### src/rtl/basic_gates_pkg.sv
// ---------------------------------------------------------------------------
// basic_gates_pkg
//
// Purpose: shared definitions for the basic_gates logic unit.
//   DEFAULT_WIDTH : default operand/result width of basic_gates.
//   NUM_GATE_OPS  : number of gate functions the unit produces.
//   gate_op_e     : names each of the seven gate outputs so that results
//                   can be indexed symbolically.
// ---------------------------------------------------------------------------
package basic_gates_pkg;

    localparam int DEFAULT_WIDTH = 1;
    localparam int NUM_GATE_OPS  = 7;

    typedef enum logic [2:0] {
        AND  = 3'd0,
        OR   = 3'd1,
        NOT  = 3'd2,
        XOR  = 3'd3,
        NAND = 3'd4,
        NOR  = 3'd5,
        XNOR = 3'd6
    } gate_op_e;

endpackage : basic_gates_pkg

### src/rtl/gate_bit_slice.sv
// ---------------------------------------------------------------------------
// gate_bit_slice
//
// Purpose: one-bit combinational cell that produces all seven basic gate
// functions of a single operand bit pair.
//
// Ports:
//   a, b    : operand bits.
//   and_o   : a & b
//   or_o    : a | b
//   not_o   : ~a (b ignored)
//   xor_o   : a ^ b
//   nand_o  : ~(a & b)
//   nor_o   : ~(a | b)
//   xnor_o  : ~(a ^ b)
// ---------------------------------------------------------------------------
module gate_bit_slice
    import basic_gates_pkg::*;
(
    input  logic a,
    input  logic b,
    output logic and_o,
    output logic or_o,
    output logic not_o,
    output logic xor_o,
    output logic nand_o,
    output logic nor_o,
    output logic xnor_o
);

    // The inverted outputs are derived from their true forms so the
    // complement relationships hold by construction.
    always_comb begin
        and_o  = a & b;
        or_o   = a | b;
        not_o  = ~a;
        xor_o  = a ^ b;
        nand_o = ~and_o;
        nor_o  = ~or_o;
        xnor_o = ~xor_o;
    end

endmodule : gate_bit_slice

### src/rtl/basic_gates.sv
// ---------------------------------------------------------------------------
// basic_gates
//
// Purpose: bit-wise logic gate unit. Replicates gate_bit_slice WIDTH times
// and optionally registers all seven results (1-cycle latency).
//
// Parameters:
//   WIDTH      : operand/result width, 1..64.
//   REGISTERED : 1 = registered outputs with synchronous active-low reset,
//                0 = purely combinational (clk/rst_n unused).
//
// Ports:
//   clk        : rising-edge clock (registered build only).
//   rst_n      : synchronous active-low reset (registered build only).
//   A, B       : operands.
//   and_gate .. xnor_gate : A&B, A|B, ~A, A^B, ~(A&B), ~(A|B), ~(A^B).
// ---------------------------------------------------------------------------
module basic_gates
    import basic_gates_pkg::*;
#(
    parameter int WIDTH      = DEFAULT_WIDTH,
    parameter bit REGISTERED = 1'b1
) (
    input  logic             clk,
    input  logic             rst_n,
    input  logic [WIDTH-1:0] A,
    input  logic [WIDTH-1:0] B,
    output logic [WIDTH-1:0] and_gate,
    output logic [WIDTH-1:0] or_gate,
    output logic [WIDTH-1:0] not_gate,
    output logic [WIDTH-1:0] xor_gate,
    output logic [WIDTH-1:0] nand_gate,
    output logic [WIDTH-1:0] nor_gate,
    output logic [WIDTH-1:0] xnor_gate
);

    logic [WIDTH-1:0] and_s;
    logic [WIDTH-1:0] or_s;
    logic [WIDTH-1:0] not_s;
    logic [WIDTH-1:0] xor_s;
    logic [WIDTH-1:0] nand_s;
    logic [WIDTH-1:0] nor_s;
    logic [WIDTH-1:0] xnor_s;

    // Each result bit depends only on the matching operand bits, so the
    // datapath is just WIDTH independent slices.
    for (genvar i = 0; i < WIDTH; i++) begin : g_slice
        gate_bit_slice u_slice (
            .a      (A[i]),
            .b      (B[i]),
            .and_o  (and_s[i]),
            .or_o   (or_s[i]),
            .not_o  (not_s[i]),
            .xor_o  (xor_s[i]),
            .nand_o (nand_s[i]),
            .nor_o  (nor_s[i]),
            .xnor_o (xnor_s[i])
        );
    end

    if (REGISTERED) begin : g_registered
        logic [WIDTH-1:0] and_d,  and_q;
        logic [WIDTH-1:0] or_d,   or_q;
        logic [WIDTH-1:0] not_d,  not_q;
        logic [WIDTH-1:0] xor_d,  xor_q;
        logic [WIDTH-1:0] nand_d, nand_q;
        logic [WIDTH-1:0] nor_d,  nor_q;
        logic [WIDTH-1:0] xnor_d, xnor_q;

        // Next-state values are simply the slice results of the current
        // operands; the register stage adds no other logic.
        always_comb begin
            and_d  = and_s;
            or_d   = or_s;
            not_d  = not_s;
            xor_d  = xor_s;
            nand_d = nand_s;
            nor_d  = nor_s;
            xnor_d = xnor_s;
        end

        // Reset clears every output to zero, including the inverted ones,
        // and discards whatever result was being captured at that edge.
        always_ff @(posedge clk) begin
            if (!rst_n) begin
                and_q  <= '0;
                or_q   <= '0;
                not_q  <= '0;
                xor_q  <= '0;
                nand_q <= '0;
                nor_q  <= '0;
                xnor_q <= '0;
            end else begin
                and_q  <= and_d;
                or_q   <= or_d;
                not_q  <= not_d;
                xor_q  <= xor_d;
                nand_q <= nand_d;
                nor_q  <= nor_d;
                xnor_q <= xnor_d;
            end
        end

        assign and_gate  = and_q;
        assign or_gate   = or_q;
        assign not_gate  = not_q;
        assign xor_gate  = xor_q;
        assign nand_gate = nand_q;
        assign nor_gate  = nor_q;
        assign xnor_gate = xnor_q;
    end else begin : g_combinational
        // Clock and reset have no function in this build; they are folded
        // into a dummy signal so the ports stay in place.
        logic unused_clk_rst;
        assign unused_clk_rst = &{1'b0, clk, rst_n};

        assign and_gate  = and_s;
        assign or_gate   = or_s;
        assign not_gate  = not_s;
        assign xor_gate  = xor_s;
        assign nand_gate = nand_s;
        assign nor_gate  = nor_s;
        assign xnor_gate = xnor_s;
    end

endmodule : basic_gates

### config.mk
export PLATFORM = sky130hd
export DESIGN_NAME = basic_gates
export DESIGN_NICKNAME = d
export VERILOG_FILES = /design/src/rtl/basic_gates_pkg.sv /design/src/rtl/gate_bit_slice.sv /design/src/rtl/basic_gates.sv
export SDC_FILE = /design/constraint.sdc
export NUM_CORES = 1
export LEC_CHECK = 0
export CAP_MARGIN = 20
export CORE_AREA = 2 2 39 41
export DETAILED_ROUTE_END_ITERATION = 8
export DIE_AREA = 0 0 41 43
export PLACE_DENSITY = 0.42
export SLEW_MARGIN = 20
export SYNTH_ARGS = -nofsm -noshare
export SYNTH_HDL_FRONTEND = slang
export SYNTH_HIERARCHICAL = 1
export SYNTH_SLANG_ARGS = --single-unit
### constraint.sdc
create_clock -name clk -period 1.9 [get_ports clk]
set_input_delay 0.285 -clock clk [delete_from_list [all_inputs] [get_ports clk]]
set_output_delay 0.285 -clock clk [all_outputs]
set_load 0.02 [all_outputs]
[Word-level counts from Yosys, hierarchy flattened]
Index checks and enable logic that the tools add are counted.
Word-level totals
  bits of input ports: 4
  output and inout bits: 7
  bits in registers: 7
  logic and storage cells: 14
Cells by class
  bitwise logic cells: 7
Operators by type and width (count)
  1-bit NOT: 4
  1-bit bitwise AND: 1
  1-bit bitwise OR: 1
  1-bit XOR: 1

[Logic depth before layout (Yosys ltp)]
Gate-level depths: netlist (run 1).
  word-level depth: 2
  gate-level depth with buffers: 4
  mapped depth without buffers: 4

[Modules after synthesis]
The synthesis (run 1) kept the hierarchy.
By module, submodules not included
  basic_gates: times used 1, area each 183.9 µm², seq. area each 140.1 µm², cells each 14
  gate_bit_slice: times used 1, area each 68.8 µm², seq. area each 0.0 µm², cells each 9

[Least setup slack after synthesis (run 1)]
No wires, ideal clock.
  kind: input-to-reg
  from: input A
  to: register g_registered.xnor_q (netlist: xnor_gate)
  path buffers: 0
  required time: 1785 ps
  data arrival time: 757 ps
  stages on the path: 4
  library setup time: 115 ps
  slack: 1028 ps
  path through: inv_1 ha_1 inv_1 and2_1
On the way
  word-level cells in the longest chain between the ends: 2
Ends and longest elaborated chain
  from (decl): RTL line basic_gates.sv:26  | input logic [WIDTH-1:0] A,
  1-bit XOR: RTL line gate_bit_slice.sv:37  | xor_o = a ^ b;
  net g_registered.xor_d: RTL line basic_gates.sv:65  | logic [WIDTH-1:0] xor_d, xor_q;
  1-bit NOT: RTL line gate_bit_slice.sv:40  | xnor_o = ~xor_o;
  net g_registered.xnor_d: RTL line basic_gates.sv:68  | logic [WIDTH-1:0] xnor_d, xnor_q;
  to (signal assigned): RTL line basic_gates.sv:100  | xnor_q <= xnor_d;
  to (decl): RTL line basic_gates.sv:68
The timed path passes the listed nets, and every way through them passes these cells.
A chain may end at the register's enable or synchronous reset.

[Worst setup path in the final report (run 1)]
  from: register g_registered.nor_q (netlist: nor_gate)
  to: output nor_gate
RTL lines
  from (decl): RTL line basic_gates.sv:67  | logic [WIDTH-1:0] nor_d, nor_q;
  from (signal assigned): RTL line basic_gates.sv:99  | nor_q <= nor_d;
  to (decl): RTL line basic_gates.sv:33  | output logic [WIDTH-1:0] nor_gate,
No word-level cell between the ends.

==> flow_summary.json, run 1 <==
{
  "worst_slack_ns": 0.4756,
  "clock_sinks": 7,
  "crit_start": "nor_gate",
  "core_area_sq_um": 1384,
  "start_kind": "register",
  "grt_max_degree": 8,
  "grt_pass1_vias": 167,
  "multi_input_area_sq_um": 93.84,
  "ctsRootBufferMaster": "clkbuf_4",
  "end_kind": "primary output",
  "nFillCells": 154,
  "slowest_delay_ns": 0.59,
  "hp-start": "rst_n",
  "tns_ns": 0,
  "max-cap-violations": 0,
  "finalPower_mw": 0.3363,
  "rsz0062_at_grt": "no",
  "crit_chain": "clkdlybuf4s50_1",
  "synth-seq-cells": 7,
  "drt-initial-drc-count": 3,
  "initial_core_util": 0.1826,
  "slowest_stage": "clkdlybuf4s50_1",
  "drtPass1Iterations": 3,
  "place_congestion": 0.6344,
  "powerDensity_nw_per_um2": 839.9,
  "antenna_left": 0,
  "syn_area_sq_um": 252.7,
  "hold_slack_ns": 0.7393,
  "syn_inst": 23,
  "setup_viol": 0,
  "crit_buf_inv": 1,
  "finalCritPeriodShare": 0.7497,
  "worst_pin_slew_ns": 0.2137,
  "max-slew-margin-rel": 0.8571,
  "area_growth_pct": 58.42,
  "p_leak_nw": 0.1847,
  "syn_avg_cell_area_sq_um": 10.99,
  "vias_per_cell": 3.283,
  "ys_warn_count": 6,
  "arrival_ns": 1.14,
  "pre_cts_slack_ns": 0.4242,
  "antenna_found_initial": 0,
  "htree_levels": 1,
  "cts_resized": 0,
  "die_w_um": 41,
  "place.port_buffers": 10,
  "critical_path_required_ns": 1.62,
  "finalHoldViolCount": 0,
  "cp_top_family": "buffers and inverters",
  "cts_made_buffers": 3,
  "die_h_um": 43,
  "antennaDiodeCount": 0,
  "synth_nets": 31,
  "grt_overflow": 0,
  "post-cts-setup-buffer-count": 0,
  "clk_pin_slew_worst_paths_ns": 0.05,
  "std_cell_rows": 14,
  "grt_usage": 0.05231,
  "fmax_mhz": 702.1,
  "layout_min_cycle_time_ns": 1.424,
  "slew_viol_final": 0,
  "clock_path_buffers": 2,
  "wl_per_cell_um": 6.585,
  "layout-drive-gt1-share": 0.1081,
  "max-vdd-ir-drop_uv": 179.7,
  "crit_type": "reg2out",
  "die-area_sq_um": 1763,
  "fin_nets": 46,
  "synth.distinct_cells": 4,
  "routed_wl_um": 349,
  "cts_tree": "built",
  "regArea_sq_um": 140.1,
  "hold_buffers": 0,
  "hold_class": "in2reg",
  "drc_errors": 0,
  "pin_count": 11,
  "status": "complete, no violations",
  "final_util": 0.2893,
  "grt_pass1_wl_um": 538,
  "num_vias": 174,
  "critPathMaxFanout": 1,
  "ys_seq_area_frac": 0.5545
}
==> cell usage in the layout (no fill, tap or decap), drive strengths merged <==
master,count
inv,5
and2,7
dfxtp,7
clkdlybuf4s50,10
clkinv,1
ha,4
clkbuf,3
==> synthesized netlist by cell type <==
library cell  instances  share of area
and2_1                7           0.17
dfxtp_1               7           0.55
inv_1                 5          0.074
ha_1                  4           0.20
==> final timing paths <==
| check | end | slack (ns) | cells past startpoint |
|---|---|---|---|
| setup / recovery | nor_gate | 0.48 | 1 |
| hold / removal | not_gate | 0.74 | 2 |
==> registers in the layout, summed over array words and instances (netlist names) <==
register and flops:
xnor_gate 1, not_gate 1, and_gate 1, or_gate 1, nor_gate 1, nand_gate 1
xor_gate 1
==> report_power, final <==
group          internal [mW]  switching, mW
clock                 0.0766         0.0520
combinational         0.0268         0.0229
sequential             0.156        0.00194
total                  0.259         0.0769
==> through the flow <==
step,std cells,instance area [sq um]
final,53,400.4
after detailed placement,49,372.9
after global routing,53,400.4
after floorplan,23,252.7
after CTS,53,400.4
after global placement,49,372.9
==> routing by layer <==
metal,vias up,GRT usage,share of wire
li1,92,-,-
met4,0,0.1000,0
met5,-,0,0
met3,0,0.01571,0.049
met2,5,0.07188,0.61
met1,77,0.03560,0.34
==> final cells by class <==
type                       instances  share of cell area
clock inverter                     1             0.01250
clock buffer                       3             0.05625
multi-input combinational         11              0.2344
inverter                           5             0.04688
timing repair buffer              10              0.2500
sequential                         7              0.3500
tap                               16             0.05000
==> logic make-up (layout without fill, tap and decap cells) <==
group         after synthesis  in the layout  share of synthesized area
buf+inv                     5             19                    0.07427
simple gates                7              7                     0.1733
flops                       7              7                     0.5544
fa+ha+maj                   4              4                     0.1980
(Power assumes the default switching activity.)
==> run 2, diff against run 1 <==
==> constraint.sdc (replaced) <==
create_clock -name clk -period 1.35 [get_ports clk]
set_input_delay 0.2025 -clock clk [delete_from_list [all_inputs] [get_ports clk]]
set_output_delay 0.2025 -clock clk [all_outputs]
set_load 0.02 [all_outputs]
==> flow_summary.json, run 2 (synthesis results as in run 1) <==
{
  "place_congestion": 0.6259,
  "antennaDiodeCount": 0,
  "crit_buf_inv": 1,
  "finalHoldViolCount": 0,
  "multi_input_area_sq_um": 93.84,
  "hold_class": "in2reg",
  "clock_path_buffers": 2,
  "clock_sinks": 7,
  "antenna_left": 0,
  "final_cell_mix": "and2_1 (7), dfxtp_1 (7), inv_1 (5), dlygate4sd2_1 (5), ha_1 (4)",
  "status": "complete, no violations",
  "pre_cts_slack_ns": 0.03489,
  "pin_count": 11,
  "finalCritPeriodShare": 0.7914,
  "use_met3": 0.01571,
  "initial_core_util": 0.1826,
  "worst_slack_ns": 0.2816,
  "max-slew-margin-rel": 0.8514,
  "drt-initial-drc-count": 3,
  "wl_per_cell_um": 6.200,
  "std_cell_rows": 14,
  "grt_pass1_wl_um": 496,
  "cp_top_family": "buffers and inverters",
  "crit_chain": "dlygate4sd2_1",
  "critPathMaxFanout": 1,
  "fin_nets": 48,
  "fmax_mhz": 935.9,
  "setup_viol": 0,
  "grt_overflow": 0,
  "die-area_sq_um": 1763,
  "grt_max_degree": 8,
  "hp-start": "A",
  "ctsRootBufferMaster": "clkbuf_4",
  "powerDensity_nw_per_um2": 1141,
  "rsz0062_at_grt": "no",
  "post-cts-setup-buffer-count": 0,
  "antenna_found_initial": 0,
  "tns_ns": 0,
  "worst_pin_slew_ns": 0.2225,
  "grt-busiest-layer": "met4",
  "crit_start": "and_gate",
  "grt_pass1_vias": 138,
  "num_vias": 166,
  "regArea_sq_um": 140.1,
  "drtPass1Iterations": 2,
  "drc_errors": 0,
  "place_hpwl_um": 267.9,
  "slowest_delay_ns": 0.32,
  "routed_wl_um": 341,
  "slowest_stage": "dlygate4sd2_1",
  "clk_pin_slew_worst_paths_ns": 0.05,
  "die_h_um": 43,
  "grt_usage": 0.04935,
  "die_w_um": 41,
  "critical_path_required_ns": 1.15,
  "layout_min_cycle_time_ns": 1.068,
  "slew_viol_final": 0,
  "cts_tree": "built",
  "max-vdd-ir-drop_uv": 271.3,
  "cts_made_buffers": 3,
  "core_area_sq_um": 1384,
  "vias_per_cell": 3.018,
  "start_kind": "register",
  "area_growth_pct": 63.37,
  "max-cap-violations": 0,
  "arrival_ns": 0.87,
  "place.port_buffers": 10,
  "crit_type": "reg2out",
  "htree_levels": 1,
  "grt_use_met2": 0.05938,
  "layout-drive-gt1-share": 0.1282,
  "end_kind": "primary output",
  "grt_use_met1": 0.03896,
  "nFillCells": 152,
  "p_leak_nw": 0.2335
}
-- run 2: cell count changes in the layout (fill, tap and decap cells not counted), sizes merged --
cell | previous run | this run
clkinv | 1 | 0
buf | 0 | 2
clkdlybuf4s50 | 10 | 3
dlygate4sd2 | 0 | 5
dlymetal6s2s | 0 | 2
clkbuf | 3 | 4
-- run 2: layout make-up --
class | instances | area share
repair buffers | 12 | 0.2758
inverters | 5 | 0.04545
flip-flops and latches | 7 | 0.3394
multi-input cells | 11 | 0.2273
clock buffers | 4 | 0.06364
well taps | 16 | 0.04848
-- run 2: per-stage QoR --
stage               hold WS, ns  power (mW)    util  std cells  area (sq um)
detailed placement       0.8790      0.3011  0.2803         51         387.9
global placement         0.8892      0.3009  0.2803         51         387.9
finish                   0.6244      0.4713  0.2984         55         412.9
CTS                      0.6200      0.4821  0.2948         55         407.9
floorplan                0.3242      0.2587       -         23         252.7
global route             0.6436      0.4980  0.2984         55         412.9
-- run 2: report_power, final --
| part | internal [mW] | switching, mW | total, mW | leakage, nW |
|---|---|---|---|---|
| clock network | 0.112 | 0.0705 | 0.183 | 0.0150 |
| registers | 0.220 | 0.00209 | 0.222 | 0.0583 |
| logic | 0.0342 | 0.0325 | 0.0667 | 0.160 |
| total | 0.366 | 0.105 | 0.471 | 0.233 |
-- run 2: timing repair --
action                                  4_1_cts  5_1_grt
cloned                                        0        0
endpoints found under the setup margin        5        2
gates resized for setup                       5        2
hold buffers                                  0        0
hold endpoints to repair                      0        0
-- run 2: final timing paths --
kind,to,slack (ns),depth (start not counted)
max,and_gate,0.28,1
min,not_gate,0.62,3
-- run 2: layer usage --
layer / vias to the layer above / wire [um]
met5: - / 0
met3: 0 / 24
li1: 96 / -
met2: 5 / 193
met4: 0 / 0
met1: 65 / 124
